File: config.mk
export PLATFORM = sky130hd
export DESIGN_NAME = montgomery_mul_hs
export DESIGN_NICKNAME = d
export VERILOG_FILES = /design/src/rtl/montgomery_mul_hs.sv
export SDC_FILE = /design/constraint.sdc
export NUM_CORES = 2
export LEC_CHECK = 0
export BUFFER_PORTS_ARGS = -buffer_cell sky130_fd_sc_hd__buf_2
export CAP_MARGIN = 25
export CORE_ASPECT_RATIO = 1.25
export CORE_MARGIN = 8
export CORE_UTILIZATION = 50
export DETAILED_ROUTE_END_ITERATION = 8
export PLACE_DENSITY = 0.69
export SLEW_MARGIN = 25
export SYNTH_ARGS = -nofsm -noshare
export SYNTH_HDL_FRONTEND = slang
export SYNTH_SLANG_ARGS = --single-unit
File: constraint.sdc
create_clock -name clk -period 11.3 [get_ports clk]
set_input_delay 2.26 -clock clk [delete_from_list [all_inputs] [get_ports clk]]
set_output_delay 2.26 -clock clk [all_outputs]
set_load 0.005 [all_outputs]
File: src/rtl/montgomery_mul_hs.sv
// montgomery_mul_hs: radix-2 bit-serial Montgomery multiplier, result = a*b*2^-WIDTH mod n.
// Ports:
//   clk    - rising-edge clock
//   reset  - asynchronous active-low reset
//   start  - request, accepted on an edge where start=1 and ready=1
//   abort  - synchronous cancel of an in-flight operation (ignored in IDLE)
//   a,b,n  - multiplicand, multiplier, odd modulus; sampled on the accepting edge
//   ready  - high while idle
//   done   - one-cycle pulse; result valid from this cycle
//   result - product, held until the next done
//   err    - operand-check flag (0 unless MONT_OPERAND_CHECK_EN is defined)
// Optional feature macro: MONT_OPERAND_CHECK_EN (rejects even n, a>=n, b>=n with result 0).
module montgomery_mul_hs #(
  parameter int unsigned WIDTH = 256
) (
  input  logic             clk,
  input  logic             reset,
  input  logic             start,
  input  logic             abort,
  input  logic [WIDTH-1:0] a,
  input  logic [WIDTH-1:0] b,
  input  logic [WIDTH-1:0] n,
  output logic             ready,
  output logic             done,
  output logic [WIDTH-1:0] result,
  output logic             err
);

  localparam int unsigned CNT_W = $clog2(WIDTH + 1);
  localparam int unsigned ACC_W = WIDTH + 2;

  typedef enum logic [1:0] {
    IDLE  = 2'd0,
    ITER  = 2'd1,
    FINAL = 2'd2
  } state_t;

  state_t state, state_nxt;

  logic [WIDTH-1:0] a_q, b_q, n_q;
  logic [ACC_W-1:0] s_q;
  logic [CNT_W-1:0] cnt_q;

  logic             accept_c, last_c, chk_fail_c;
  logic [ACC_W-1:0] n_ext_c, t_c, u_c, s_nxt_c;

  assign last_c = (cnt_q == CNT_W'(WIDTH - 1));

  // One Montgomery step at full accumulator width; a_q is shifted so bit 0 is A[i].
  always_comb begin
    n_ext_c = ACC_W'(n_q);
    t_c     = s_q + (a_q[0] ? ACC_W'(b_q) : '0);
    u_c     = t_c + (t_c[0] ? n_ext_c : '0);
    s_nxt_c = u_c >> 1;
  end

  // Next-state logic.
  always_comb begin
    state_nxt = state;
    accept_c  = 1'b0;
    case (state)
      IDLE: begin
        if (start) begin
          accept_c  = 1'b1;
          state_nxt = chk_fail_c ? FINAL : ITER;
        end
      end
      ITER: begin
        if (abort)       state_nxt = IDLE;
        else if (last_c) state_nxt = FINAL;
      end
      FINAL:   state_nxt = IDLE;
      default: state_nxt = IDLE;
    endcase
  end

  // State register; ready is registered from the next state so it tracks IDLE exactly.
  always_ff @(posedge clk or negedge reset) begin
    if (!reset) begin
      state <= IDLE;
      ready <= 1'b1;
    end else begin
      state <= state_nxt;
      ready <= (state_nxt == IDLE);
    end
  end

  // Operand capture, iteration datapath and final conditional subtraction.
  always_ff @(posedge clk or negedge reset) begin
    if (!reset) begin
      a_q    <= '0;
      b_q    <= '0;
      n_q    <= '0;
      s_q    <= '0;
      cnt_q  <= '0;
      result <= '0;
      done   <= 1'b0;
    end else begin
      done <= 1'b0;
      if (accept_c) begin
        a_q   <= a;
        b_q   <= b;
        n_q   <= n;
        s_q   <= '0;
        cnt_q <= '0;
      end else if (state == ITER && !abort) begin
        s_q   <= s_nxt_c;
        a_q   <= a_q >> 1;
        cnt_q <= cnt_q + CNT_W'(1);
      end else if (state == FINAL && !abort) begin
        result <= (s_q >= n_ext_c) ? WIDTH'(s_q - n_ext_c) : WIDTH'(s_q);
        done   <= 1'b1;
      end
    end
  end

`ifdef MONT_OPERAND_CHECK_EN
  // A failing check skips the iterations; S stays 0 so FINAL yields result 0.
  assign chk_fail_c = ~n[0] | (a >= n) | (b >= n);

  always_ff @(posedge clk or negedge reset) begin
    if (!reset)        err <= 1'b0;
    else if (accept_c) err <= chk_fail_c;
  end
`else
  assign chk_fail_c = 1'b0;
  assign err        = 1'b0;
`endif

endmodule

Word-level counts from Yosys, hierarchy flattened
Index checks and enable logic that the tools add are counted.
{"block": "word_totals", "ramBits": 0, "latchBits": 0, "register_bits": 1295, "romBits": 0, "n_memories": 0, "input_bits": 772, "out_inout_bits": 259}
{"block": "op_classes", "n_shift": 0, "n_div": 0, "reduce_logical": 7, "n_eq_ne": 3, "multipliers": 0, "muxes": 18, "n_addsub": 4, "bitwise_logic": 2, "magnitude_cmp": 1}
{"operator": "$mux 256", "count": 5}
{"operator": "$add 258x256->258", "count": 2}
{"operator": "$mux 258", "count": 2}
{"operator": "$ge 258x256->1", "count": 1}
{"operator": "$sub 256x256->256", "count": 1}
{"operator": "$mux 9", "count": 2}
{"operator": "$add 9x1->9 const B", "count": 1}
{"operator": "$eq 9x8->1 const B", "count": 1}
{"operator": "$mux 2", "count": 3}
{"operator": "$mux 1", "count": 5}
{"operator": "$logic_not 2->1", "count": 2}
{"operator": "$pmux 2 s2", "count": 1}
{"operator": "$reduce_and 3->1", "count": 1}
{"operator": "$eq 2x1->1 const B", "count": 1}
{"operator": "$eq 2x2->1 const B", "count": 1}
{"operator": "$logic_and 1x1->1", "count": 2}
{"operator": "$not 1->1", "count": 2}
{"operator": "$reduce_bool 2->1", "count": 1}
{"operator": "$logic_not 1->1", "count": 1}

Logic depth before layout (Yosys ltp)
{"block": "logic_depth", "word_depth": 6, "mapped_depth": 43, "ltp_nobuf": 41}

Worst setup path after synthesis
Ideal clock, no wire load.
{"block": "synth_path", "path_type": "reg2reg", "start": "reg a_q[0]", "end": "reg s_q[255]", "setup_time_ns": 0.131, "t_required_ns": 11.169, "arrival_time_ns": 8.077, "path_buffers": 3, "path_stages_with_launch": 41, "period_less_slack_ns": 8.208, "path_slack_ns": 3.092, "path_cell_list": "dfrtp_1 > clkbuf_1 > clkbuf_1 > and2_1 > ha_1 > inv_1 > fa_1 > nand2b_1 > a21oi_1 > a211oi_1 > o31ai_1 > a22o_1 > a22oi_2 > nor4b_1 > nor3_1 > o21ai_1 > a31oi_1 > o21ai_1 > [... 5 more ...] > xnor2_1 > ha_1 > clkbuf_1 > nand4_1 > nor4_1 > nand2_1 > or3_1 > o31ai_1 > a221oi_1 > nor2_1 > a21o_1 > a21oi_1 > o21ai_1 > o31a_1 > a21oi_1 > o31ai_1 > xnor2_1 > o21ai_1"}
{"block": "synth_between", "elab_chain_cells": 6}
{"element": "start, declared", "line": "40", "text": "logic [WIDTH-1:0] a_q, b_q, n_q;"}
{"element": "start signal, assigned", "line": "108", "text": "a_q <= a_q >> 1;"}
{"element": "$mux 256 (*)", "line": "52", "text": "t_c = s_q + (a_q[0] ? ACC_W'(b_q) : '0);"}
{"element": "$add 258x256->258 (*)", "line": "52"}
{"element": "$mux 256", "line": "53", "text": "u_c = t_c + (t_c[0] ? n_ext_c : '0);"}
{"element": "$add 258x256->258 (*)", "line": "53"}
{"element": "$mux 258 (*)", "line": "106", "text": "end else if (state == ITER && !abort) begin"}
{"element": "$mux 258 (*)", "line": "100", "text": "if (accept_c) begin"}
{"element": "end signal, assigned", "line": "107", "text": "s_q <= s_nxt_c;"}
{"element": "end, declared", "line": "41", "text": "logic [ACC_W-1:0] s_q;"}
Every way passes the cells marked *; elsewhere a longest branch is shown, timed or not. The select of a mux whose other input is x is not followed.
A chain may end at the register's enable or synchronous reset.

Worst setup path in the final report
Same ends and word-level chain as after synthesis.

==> results.cfg <==
[status]
status = finished, final reports clean

[synthesis]
synthMuxAreaShare = 0.00197
synth_nets = 16300
yosysWarnings = 0
synth_cells = 14800
syn-cell-area_sq_um = 107000
synth_top_family_by_area = compound AO/OA/AOI/OAI gates
synth_cell_type_count = 102
synthXorXnorAreaFrac = 0.0616
synth-seq-cells = 1294
synthSimpleGateAreaFrac = 0.238
synth-adder-area-share = 0.0902
synth_enable_flop_cells = 0
syn_area_per_cell_sq_um = 7.27
synth_compound_area_frac = 0.257
synth_flop_cell = dfrtp_1
ys_seq_area_frac = 0.302
async_reset_ff_frac = 1.00

[worst_setup_path]
end_kind = register
cp.arrival_ns = 11.68
crit_top_cell = a21oi_1
r2r_end = s_q[255]
path_class = reg -> reg
cp-endpoint = s_q[255]
worstSetupPathDepth = 37
path_buf_inv = 1
critPathTopFamily = compound AO/OA/AOI/OAI gates
worstReg2RegStart = a_q[0]
start_kind = register
critPathRequiredTime_ns = 12.00
critPathLaunch = a_q[0]
reg2reg_depth = 37
cpPeakStageDelay_ns = 0.89
cp_max_fo = 36
crit_path_top_delay_cell = a41oi_1
rrSetupSlack_ns = 0.33

[finish]
multi_input_area_sq_um = 69700
areaGrowthSynthToFinish_pct = 11.0
utilization = 0.557
post_route_cells_drive_above_1_share = 0.0997
nNetsFinal = 16800
layout_common_cells = nand2_1 (2985), a21oi_1 (1643), o21ai_0 (1457)
fin_cells = 18200
fillerInstances = 20900
seqCellArea_sq_um = 32400
final_cell_area_sq_um = 119000
final_common_cell = nand2_1

[floorplanning]
start_util = 0.502
io-pin-count = 1031
rows = 190
die_y_um = 534
die-area_sq_um = 230000
die_w_um = 430
coreArea_sq_um = 214000

[route]
vias_per_cell = 6.37
post_drt_wl_per_cell_um = 29.7
drc = 0
drt-pass1-iter-count = 6
wl_um = 540000
postRouteAntennaNets = 0
vias = 116000
drt_iter0_drc = 12200

[power_and_ir_drop]
p_comb_frac = 0.651
swShare = 0.553
power_density_nw_per_um2 = 293
p_total_mw = 34.9
p_leak_nw = 55.3
netSwitchingPower_mw = 19.3
ir_worst_vdd_uv = 252
power.share.sequential = 0.200
p_int_mw = 15.6
p_clk_frac = 0.149

[hold_path]
hp-class = reg -> reg

[placed_design]
dp.cells = 17900
port_buffers = 1029
place_ws_ns = 0.775
dp_hpwl_um = 444000
post_dp_cell_area_sq_um = 114000
gp_congestion = 1.11

[global_routing]
grt_max_degree = 224
track_usage = 0.447
antenna_found_initial = 65
overflow = 0
grt_pass1_wl_um = 767000
grt_pass1_vias = 113000

[clock_tree]
hold_buffers = 0
clock_path_buffers = 4
htree_levels = 4
cts_tree = yes
clk_pin_slew_ns = 0.07
cts_made_buffers = 152
ctsResizeCount = 0
cts.sink_count = 1294
ctsRootBufferMaster = clkbuf_16
post_cts_buffers = 0
clock_latency_ns = 0.87

[timing]
fin_skew_ns = 0.0394
drv_slew = 0
finalSetupTns_ns = 0
relSlewSlack = 0.213
period_minus_slack_ns = 10.97
finalHoldViolCount = 0
period_share = 0.971
setup_slack_ns = 0.327
rsz0062_at_grt = no
fin_hold_ws_ns = 0.468
setup_viol = 0
timing.fmax_mhz = 91.1
tightest_slew_ns = 1.18

[flow_run]
drv_cap = 0
## worst min path at each step
stage | start | endpoint | slack (ns) | cells after the start
floorplan | b_q[255] | b_q[255] | 0.44 | 2
global placement | b_q[145] | b_q[145] | 0.45 | 2
detailed placement | b_q[205] | b_q[205] | 0.45 | 2
CTS | b_q[201] | b_q[201] | 0.47 | 2
global route | b_q[211] | b_q[211] | 0.48 | 2
finish | b_q[201] | b_q[201] | 0.47 | 2
## Yosys cell counts, drive strengths merged (116+ instances only)
cell / instances / share of area
o21ai: 1563 / 0.073
xnor2: 497 / 0.041
dfrtp: 1293 / 0.30
xor2: 258 / 0.021
a31oi: 336 / 0.020
nand2: 2987 / 0.10
a21oi: 1651 / 0.077
a21o: 315 / 0.022
clkbuf: 793 / 0.028
nor2: 1243 / 0.043
ha: 769 / 0.090
and2: 530 / 0.031
o21a: 116 / 0.0081
nor3: 179 / 0.0084
nand4: 432 / 0.025
inv: 560 / 0.020
o21bai: 279 / 0.020
## sequential cells by signal, indices dropped and copies added, names as in the netlist
register,flops
state,2
ready,1
n_q,256
done,1
result,256
b_q,256
a_q,256
s_q,257
cnt_q,9
## layer usage
layer / global-route usage / part of all wire
met5: 0 / 0.00056
met4: 0.444 / 0.13
met3: 0.101 / 0.087
met2: 0.699 / 0.44
met1: 0.493 / 0.35
## cell families (layout without fill, tap and decap cells)
group	Yosys count	count (layout)
muxes	21	21
DFF	1294	1294
and+or+nand+nor	5810	5810
adders and majority gates	772	772
xor gates and xnor gates	755	755
other	1	31
buffers and inverters	1407	1986
AOI/OAI and AO/OA	4717	4717
## layout make-up
cell class | count | area share
multi-input cells | 12100 | 0.585
flip-flops and latches | 1294 | 0.272
repair buffers | 1161 | 0.0533
clock buffers | 200 | 0.0355
well taps | 2784 | 0.0292
inverters | 560 | 0.0177
clock inverters | 65 | 0.00663
diodes | 30 | 0.000630
## power by group through the flow
stage / combinational, mW / sequential, mW / clock, mW
finish: 22.7 / 6.99 / 5.19
global route: 24.0 / 7.01 / 5.36
CTS: 21.9 / 6.91 / 5.20
detailed placement: 21.8 / 6.97 / 0
global placement: 21.9 / 6.95 / 0
floorplan: 14.5 / 6.25 / 0
## tightest hold or removal path, cell delays in order, from the launching register on
cell,delay [ns]
dfrtp_1,0.33
nand2_1,0.05
nand2_1,0.06
Power figures use the tool's default switching activity.
